`src/rtl/out_port_pkg.sv`:
```
// Shared types, default sizing and helpers for the egress PHV serializer.
// Imported by phv_fifo and out_port_serializer.
package out_port_pkg;

  localparam int PHV_BYTES_DEF  = 128;
  localparam int BEAT_BYTES_DEF = 32;

  localparam int BEATS_MAX  = PHV_BYTES_DEF / BEAT_BYTES_DEF;
  localparam int LEN_W      = $clog2(PHV_BYTES_DEF + 1);
  localparam int BEAT_IDX_W = (BEATS_MAX > 1) ? $clog2(BEATS_MAX) : 1;

  typedef enum logic {
    IDLE,
    SEND
  } ser_state_t;

  function automatic int unsigned beats_for_len(
    input int unsigned len,
    input int unsigned bb
  );
    return (len + bb - 1) / bb;
  endfunction

endpackage

```
`src/rtl/phv_fifo.sv`:
```
// Generic synchronous FIFO; entry readable the cycle after its push.
// Ports: clock, reset_n, push/wr_data, pop/rd_data, full, empty, count.
module phv_fifo
  import out_port_pkg::*;
#(
  parameter int WIDTH = 8,
  parameter int DEPTH = 2
) (
  input  logic                       clock,
  input  logic                       reset_n,
  input  logic                       push,
  input  logic [WIDTH-1:0]           wr_data,
  input  logic                       pop,
  output logic [WIDTH-1:0]           rd_data,
  output logic                       full,
  output logic                       empty,
  output logic [$clog2(DEPTH+1)-1:0] count
);

  localparam int PTR_W = (DEPTH > 1) ? $clog2(DEPTH) : 1;
  localparam int OCC_W = $clog2(DEPTH + 1);

  logic [WIDTH-1:0] mem [DEPTH];
  logic [PTR_W-1:0] wp;
  logic [PTR_W-1:0] rp;
  logic [OCC_W-1:0] occ;
  logic             do_push;
  logic             do_pop;

  function automatic logic [PTR_W-1:0] nxt(
    input logic [PTR_W-1:0] p
  );
    return (p == PTR_W'(DEPTH - 1)) ? '0 : p + PTR_W'(1);
  endfunction

  // A full FIFO refuses pushes even if a pop frees space this cycle.
  assign do_push = push & ~full;
  assign do_pop  = pop & ~empty;
  assign full    = (occ == OCC_W'(DEPTH));
  assign empty   = (occ == '0);
  assign count   = occ;
  assign rd_data = mem[rp];

  always_ff @(posedge clock) begin
    if (!reset_n) begin
      wp  <= '0;
      rp  <= '0;
      occ <= '0;
    end else begin
      if (do_push) wp <= nxt(wp);
      if (do_pop)  rp <= nxt(rp);
      unique case ({do_push, do_pop})
        2'b10:   occ <= occ + OCC_W'(1);
        2'b01:   occ <= occ - OCC_W'(1);
        default: occ <= occ;
      endcase
    end
  end

  always_ff @(posedge clock) begin
    if (do_push) mem[wp] <= wr_data;
  end

endmodule

```
`src/rtl/out_port_serializer.sv`:
```
// Egress port: buffers whole PHVs and emits them as keep-qualified beats.
// Ports: PHV input (data/len/valid/ready), beat output, emitted-PHV count.
module out_port_serializer
  import out_port_pkg::*;
#(
  parameter int PHV_BYTES  = PHV_BYTES_DEF,
  parameter int BEAT_BYTES = BEAT_BYTES_DEF,
  parameter int FIFO_DEPTH = 2,
  parameter int CNT_W      = 32
) (
  input  logic                               clock,
  input  logic                               reset_n,
  input  logic [PHV_BYTES*8-1:0]             io_phv_in_data,
  input  logic [$clog2(PHV_BYTES+1)-1:0]     io_phv_in_len,
  input  logic                               io_phv_in_valid,
  output logic                               io_phv_in_ready,
  output logic [BEAT_BYTES*8-1:0]            io_out_data,
  output logic [BEAT_BYTES-1:0]              io_out_keep,
  output logic                               io_out_first,
  output logic                               io_out_last,
  output logic                               io_out_valid,
  input  logic                               io_out_ready,
  output logic [CNT_W-1:0]                   io_phv_count
);

  localparam int BEATS = PHV_BYTES / BEAT_BYTES;
  localparam int L_W   = $clog2(PHV_BYTES + 1);
  localparam int K_W   = (BEATS > 1) ? $clog2(BEATS) : 1;
  localparam int D_W   = PHV_BYTES * 8;
  localparam int ENT_W = D_W + L_W;
  localparam int OCC_W = $clog2(FIFO_DEPTH + 1);
  localparam int BB_W  = BEAT_BYTES * 8;

  logic              fifo_full;
  logic              fifo_empty;
  logic [OCC_W-1:0]  occ;
  logic              push;
  logic              pop;
  logic [L_W-1:0]    eff_len;
  logic [ENT_W-1:0]  wr_ent;
  logic [ENT_W-1:0]  head;
  logic [D_W-1:0]    head_data;
  logic [L_W-1:0]    head_len;
  ser_state_t        state;
  logic [K_W-1:0]    k;
  logic [CNT_W-1:0]  cnt;
  logic              xfer;
  logic              at_last;
  logic              busy_nxt;
  logic [BEAT_BYTES-1:0] keep_c;
  logic [BB_W-1:0]   beat_c;

  // Length 0 encodes a full PHV; store the explicit byte count.
  assign eff_len = (io_phv_in_len == '0) ? L_W'(PHV_BYTES)
                                         : io_phv_in_len;
  assign wr_ent  = {io_phv_in_data, eff_len};

  assign io_phv_in_ready = reset_n & ~fifo_full;
  assign push            = io_phv_in_valid & io_phv_in_ready;

  phv_fifo #(
    .WIDTH (ENT_W),
    .DEPTH (FIFO_DEPTH)
  ) u_fifo (
    .clock   (clock),
    .reset_n (reset_n),
    .push    (push),
    .wr_data (wr_ent),
    .pop     (pop),
    .rd_data (head),
    .full    (fifo_full),
    .empty   (fifo_empty),
    .count   (occ)
  );

  assign {head_data, head_len} = head;

  assign io_out_valid = (state == SEND);
  assign xfer         = io_out_valid & io_out_ready;
  assign at_last      = (32'(k) + 32'd1) ==
                        beats_for_len(32'(head_len),
                                      32'(BEAT_BYTES));
  assign pop          = xfer & at_last & ~fifo_empty;

  // SEND whenever the FIFO will hold an entry after this edge,
  // so a push into an idle port shows beat 0 the next cycle.
  assign busy_nxt = push | (occ > OCC_W'(pop));

  always_comb begin
    keep_c = '0;
    for (int j = 0; j < BEAT_BYTES; j++) begin
      keep_c[j] = (32'(k) * 32'(BEAT_BYTES) + 32'(j))
                  < 32'(head_len);
    end
  end

  assign beat_c = head_data[32'(k) * 32'(BB_W) +: BB_W];

  assign io_out_data  = io_out_valid ? beat_c : '0;
  assign io_out_keep  = io_out_valid ? keep_c : '0;
  assign io_out_first = io_out_valid & (k == '0);
  assign io_out_last  = io_out_valid & at_last;
  assign io_phv_count = cnt;

  always_ff @(posedge clock) begin
    if (!reset_n) begin
      state <= IDLE;
      k     <= '0;
      cnt   <= '0;
    end else begin
      if (xfer) begin
        if (at_last) begin
          k   <= '0;
          cnt <= cnt + CNT_W'(1);
        end else begin
          k   <= k + K_W'(1);
        end
      end
      state <= busy_nxt ? SEND : IDLE;
    end
  end

endmodule

```
`config.mk`:
```
export PLATFORM = sky130hd
export DESIGN_NAME = out_port_serializer
export DESIGN_NICKNAME = d
export VERILOG_FILES = /design/src/rtl/out_port_pkg.sv /design/src/rtl/phv_fifo.sv /design/src/rtl/out_port_serializer.sv
export SDC_FILE = /design/constraint.sdc
export NUM_CORES = 2
export LEC_CHECK = 0
export BUFFER_PORTS_ARGS = -buffer_cell sky130_fd_sc_hd__buf_2
export CORE_AREA = 2 2 530 532
export CTS_BUF_LIST = sky130_fd_sc_hd__clkbuf_4
export DETAILED_ROUTE_END_ITERATION = 10
export DIE_AREA = 0 0 532 534
export GPL_ROUTABILITY_DRIVEN = 0
export GPL_TIMING_DRIVEN = 0
export PLACE_DENSITY = 0.48
export SYNTH_ARGS = -nofsm -noshare
export SYNTH_HDL_FRONTEND = slang
export SYNTH_SLANG_ARGS = --single-unit
export TNS_END_PERCENT = 5
```
`constraint.sdc`:
```
create_clock -name clock -period 57.7 [get_ports clock]
set_input_delay 5.77 -clock clock [delete_from_list [all_inputs] [get_ports clock]]
set_output_delay 5.77 -clock clock [all_outputs]
set_load 0.02 [all_outputs]
```
---- Word-level counts from Yosys, hierarchy flattened ----
Memory sizes are Yosys's and may differ from the RTL's. A register that Yosys moved wholly into a read port is not among the register bits.
Cells that the tools add are included.
operators by class
  mux-type cells .......................... 12
  reductions and logical operators ........ 5
  order comparisons ....................... 33
  bitwise operators ....................... 12
  equality and inequality tests ........... 4
  add/sub/neg operators ................... 40
  shift operators ......................... 1
operators with widths
  kind                   count
  $shiftx 1024x11->256   1
  $mux 256               1
  $lt 8x8->1             31
  $add 7x5->8 const B    16
  $add 7x4->8 const B    8
  $add 32x1->32 const B  1
  $add 7x3->8 const B    4
  $mux 32                1
  $eq 3x27->1            1
  $add 7x2->8 const B    2
  $sub 9x1->10 const B   1
  $add 8x6->9 const B    1
  $and 1x1->1            9
  $add 7x1->8 const B    1
  $logic_not 8->1        1
  $lt 7x8->1             1
  $mux 8                 1
  $mux 1                 7
  $add 2x1->2 const B    2
  $eq 2x2->1 const B     2
  $logic_not 2->1        2
  $pmux 2 s2             1
  $add 2x1->3 const B    1
  $add 1x1->1 const B    2
  8 further kinds        9
word-level totals
  input bits .............................. 1,036
  word-level logic and storage cells ...... 114
  bits in writable memories ............... 2,064
  memories kept ........................... 1
  output and inout bits ................... 324
  bits in registers ....................... 39
memory list
  name        words  bits a word  rd ports  clocked after Yosys merged registers in  write ports  RTL line        RTL
  u_fifo.mem  2      1,032        1         1                                        1            phv_fifo.sv:23  logic [WIDTH-1:0] mem [DEPTH];

---- Logic depth before layout (Yosys ltp) ----
  word-level depth ........................ 8
  depth in mapped cells ................... 15
  depth with buffers taken out ............ 10

---- Cells and area by module ----
From an unflattened synthesis, not the netlist that was laid out.
second synthesis, totals
  cells, all modules ...................... 4,159
  area total of the unflattened synthesis .. 86,640.6 µm²
modules (own cells, without submodules)
  module               instances  cells an instance  area each (µm²)
  phv_fifo             1          3,237              76,549.7
  out_port_serializer  1          922                10,090.9

---- Worst setup path before layout ----
No wires, ideal clock.
  kind .................................... input to register
  start point ............................. input port reset_n
  end point ............................... memory u_fifo.mem[0][0] (netlist name), enable pin
  required time ........................... 55,235 ps
  stages on the path ...................... 4
  arrival time ............................ 49,213 ps
  path buffers ............................ 0
  slack ................................... 6,022 ps
  path through ............................ clkinv_1 > a21oi_1 > nand2_1 > nor2_1
between the ends
  cells in the longest elaborated chain, start to end .. 5
RTL lines
  item                          RTL line                   RTL
  start, declared               out_port_serializer.sv:12  input logic reset_n,
  $and 1x1->1                   out_port_serializer.sv:58  assign io_phv_in_ready = reset_n & ~fifo_full;
  net io_phv_in_ready           out_port_serializer.sv:16  output logic io_phv_in_ready,
  $and 1x1->1                   out_port_serializer.sv:59  assign push = io_phv_in_valid & io_phv_in_ready;
  $and 1x1->1                   phv_fifo.sv:37             assign do_push = push & ~full;
  $mux 1                        phv_fifo.sv:61             if (do_push) mem[wp] <= wr_data;
  $mux 1 (implied by the code)  phv_fifo.sv:61
  end, declared                 phv_fifo.sv:23
The timed path passes the listed nets, and every way through them passes these cells.

---- Worst setup path after layout ----
  start point ............................. input port reset_n
  end point ............................... output port io_phv_in_ready
between the ends
  cells in the longest elaborated chain, start to end .. 1
RTL lines
  item           RTL line
  $and 1x1->1    out_port_serializer.sv:58
  end, declared  out_port_serializer.sv:16
Every way passes these cells.

==> reports/qor.csv <==
metric,value,unit
outcome,"finished, final reports clean",
Area growth syn-to-layout,26.29,%
global-route wire length before repair,404800,µm
clock buffer depth,4,
R2R cell count,13,
filler cell count,26760,
Mapped Cells,3909,
Setup Buffers After CTS,0,
final core occ,0.3675,
via count,48530,
Max Cap Violations,0,
clk_lat worst skew,1.45,ns
Bufs and invs on worst path,3,
Power Density,33.09,nW/µm²
IO Count,1360,
final instance area,102300,µm²
Worst path max stage delay,0.41,ns
largest net degree at the start of global routing,32,
Final Hold Viols,0,
share of cells above drive strength 1,0.4682,
worst path arrival time,6.88,ns
top cell type by total area after synthesis,edfxtp_1,
multiplexer share of the synthesized area,0.1445,
Final ANT Viol Nets,0,
hold buffers post-CTS,0,
CTS Buf Count,591,
Synth Register Bits,2104,
Crit. End Element,output port,
placed cells,9083,
# port buffers,1359,
"delay-heaviest family, CP",buffers and inverters,
"Top FF cell, synth",edfxtp_1,
setup TNS,0,ns
CP max-delay cell,a21oi_1,
final layout net count,6997,
Total GRT Usage,0.2058,
critical path depth,4,
Worst-path clk slew,0.06,ns
CP max FO,8,
Synth Area in Simple Gates,0.03387,
critical path type,in2out,
startpoint types,primary input,
Die Ht,534,µm
Final Skew,0.08621,ns
final worst-path cycle share,0.2192,
WHS Endpoint,io_phv_count[10],
die width,532,µm
Post-Synth Adder-Cell Area,0.001235,
compound-cell area share of the yosys netlist,0.03221,
register area share after synthesis,0.7748,
clock sink total,2104,
count of cell types in the netlist,59,
XOR/XNOR Fraction of Synth Area,0.001096,
DRT Pass-1 Iters,6,
Crit path required time,51.93,ns
Fmax,79.07,MHz
min-delay src,io_phv_count[10],
Fin Hold WS,0.4872,ns
Max VDD drop,0.01768,mV
die area,284100,µm²
number of global-route vias before repair,50850,
drt first-iter violations,3941,
"top cells by area, synth","edfxtp_1 76%, mux4_2 14%, nand2_1 2.5%",
syn_nets,4953,
crit path cell chain,buf_2 -> clkinv_1 -> a21oi_1 -> buf_2,
CTS Root Cell,clkbuf_4,
wire per inst,29.27,µm
row count,194,
Hold/Removal Path Class,reg2reg,
"FFs w/ async S/R, synth",0,
post-route minimum period,12.65,ns
Non-Filler Instances,10260,
Post-Place Cell Area,94450,µm²
final-report setup violation count,0,
setup repair after global routing missed its margin,no,
max-slew violations,0,
hold depth,2,
quantity of gates resized following cts,0,
RR Endpoint,u_fifo.count[1],
CTS tree,built,
H-tree lvl count,6,
Leakage,35.49,nW
largest family of logic cells by synthesized area,multiplexers,
Multi-input gate area,17260,µm²
Worst R2R Setup Slack,52.20,ns
Slew @ Worst Pin,1.207,ns
area fraction of the dominant cell type after synthesis,0.7650,
area of the mapped netlist,81020,µm²
mean post-synth cell area,20.73,µm²
placed wire-length estimate,230400,µm
crit-path most repeated cell,buf_2,
number of synthesized flops with an enable pin,2064,
total gr overflow,0,
DRC Markers,0,
r2r startpoint,k[0],
Core Area,278400,µm²
register area,62780,µm²
final wirelength,300300,µm
slew margin rel.,0.1955,
initial antenna violation count,372,
Synth Warn #,0,
Initial Util,0.2910,
DR vias/cell,4.731,
area by class of cell:
class,instances,share of cell area
Clock inverter,171,0.01099
Inverter,14,0.0005136
Antenna cell,161,0.003937
Sequential cell,2104,0.6135
Multi-Input combinational cell,1562,0.1687
Timing Repair Buffer,1451,0.08559
Tap cell,3724,0.04554
Clock buffer,842,0.06177
Buffer,229,0.009403
cells in the mapped netlist (7+ instances only):
cell      count
buf_1        37
nor2_1       16
dfxtp_1      40
inv_1        12
buf_2        60
ha_1          8
nand3_1      18
o31ai_1      23
mux2i_1       7
edfxtp_1   2064
a21boi_0    257
or4_1        24
clkbuf_1    130
a21oi_1      64
nand2_1     538
o21ai_0       9
mux4_2      512
or3_1         7
through the flow:
stage	worst slack, ns	power [mW]
after floorplan	6.022	2.010
after CTS	45.05	3.441
after global placement	-23.86	2.209
after global routing	44.93	3.536
final	45.05	3.386
after detailed placement	45.06	2.052
per-layer routing:
layer / up-vias / wire length (µm) / GRT usage
met4: 224 / 11310 / 0.08227
met3: 872 / 34450 / 0.09666
li1: 20730 / - / -
met5: - / 1426 / 0
met2: 2386 / 141900 / 0.3308
met1: 24310 / 111200 / 0.2370
worst max path at each step:
stage                               endpoint     from
after floorplan             u_fifo.mem[0][0]  reset_n
after global placement    u_fifo.mem[0][704]  reset_n
after detailed placement     io_phv_in_ready  reset_n
after CTS                        io_out_last     k[0]
after global routing             io_out_last     k[0]
final                        io_phv_in_ready  reset_n
cell families after synthesis:
family / after synthesis
mux: 526
simple gates: 651
flops: 2104
compound gates: 369
xor+xnor: 8
fa+ha+maj: 8
buf+inv: 243
layout by cell type (no fill, tap or decap), types with 6 or more instances in the layout:
cell / n
nand3_1: 18
inv_1: 12
inv_6: 17
nand4_1: 6
nor2_1: 14
bufinv_16: 8
buf_16: 16
or3_1: 7
buf_2: 1419
clkinvlp_4: 14
a21boi_0: 257
or4_1: 24
buf_1: 37
and2_1: 6
and4_1: 6
dfxtp_1: 40
ha_1: 8
edfxtp_1: 2064
o31ai_1: 23
buf_12: 75
mux2i_1: 7
clkbuf_1: 115
clkinv_2: 16
mux4_2: 512
nor3_1: 6
nand2_1: 538
o21ai_0: 9
clkbuf_4: 842
diode_2: 161
clkinv_1: 98
clkinv_4: 14
a21oi_1: 64
clkbuf_2: 16
flip-flops by register name, summed over array words and instances (netlist names), named ones only:
register / count
k: 2
u_fifo.rp: 1
io_out_valid: 1
u_fifo.mem: 2064
io_phv_count: 32
u_fifo.count: 2
u_fifo.wp: 1
report_power, final:
part | internal [mW] | switching, mW | leakage [nW]
clock | 0.711 | 0.660 | 4.37
combinational | 0.102 | 0.159 | 11.9
sequential | 1.74 | 0.0117 | 19.3
total | 2.56 | 0.830 | 35.5
worst register-to-register path, delay by kind of cell (launching register included):
kind | cells | cell delay, ns
flops | 1 | 0.47
fa+ha+maj | 2 | 0.79
buf+inv | 5 | 2.84
xor+xnor | 1 | 0.23
compound gates | 2 | 0.29
simple gates | 3 | 0.81
No activity file was read; power rests on OpenSTA's default activity.
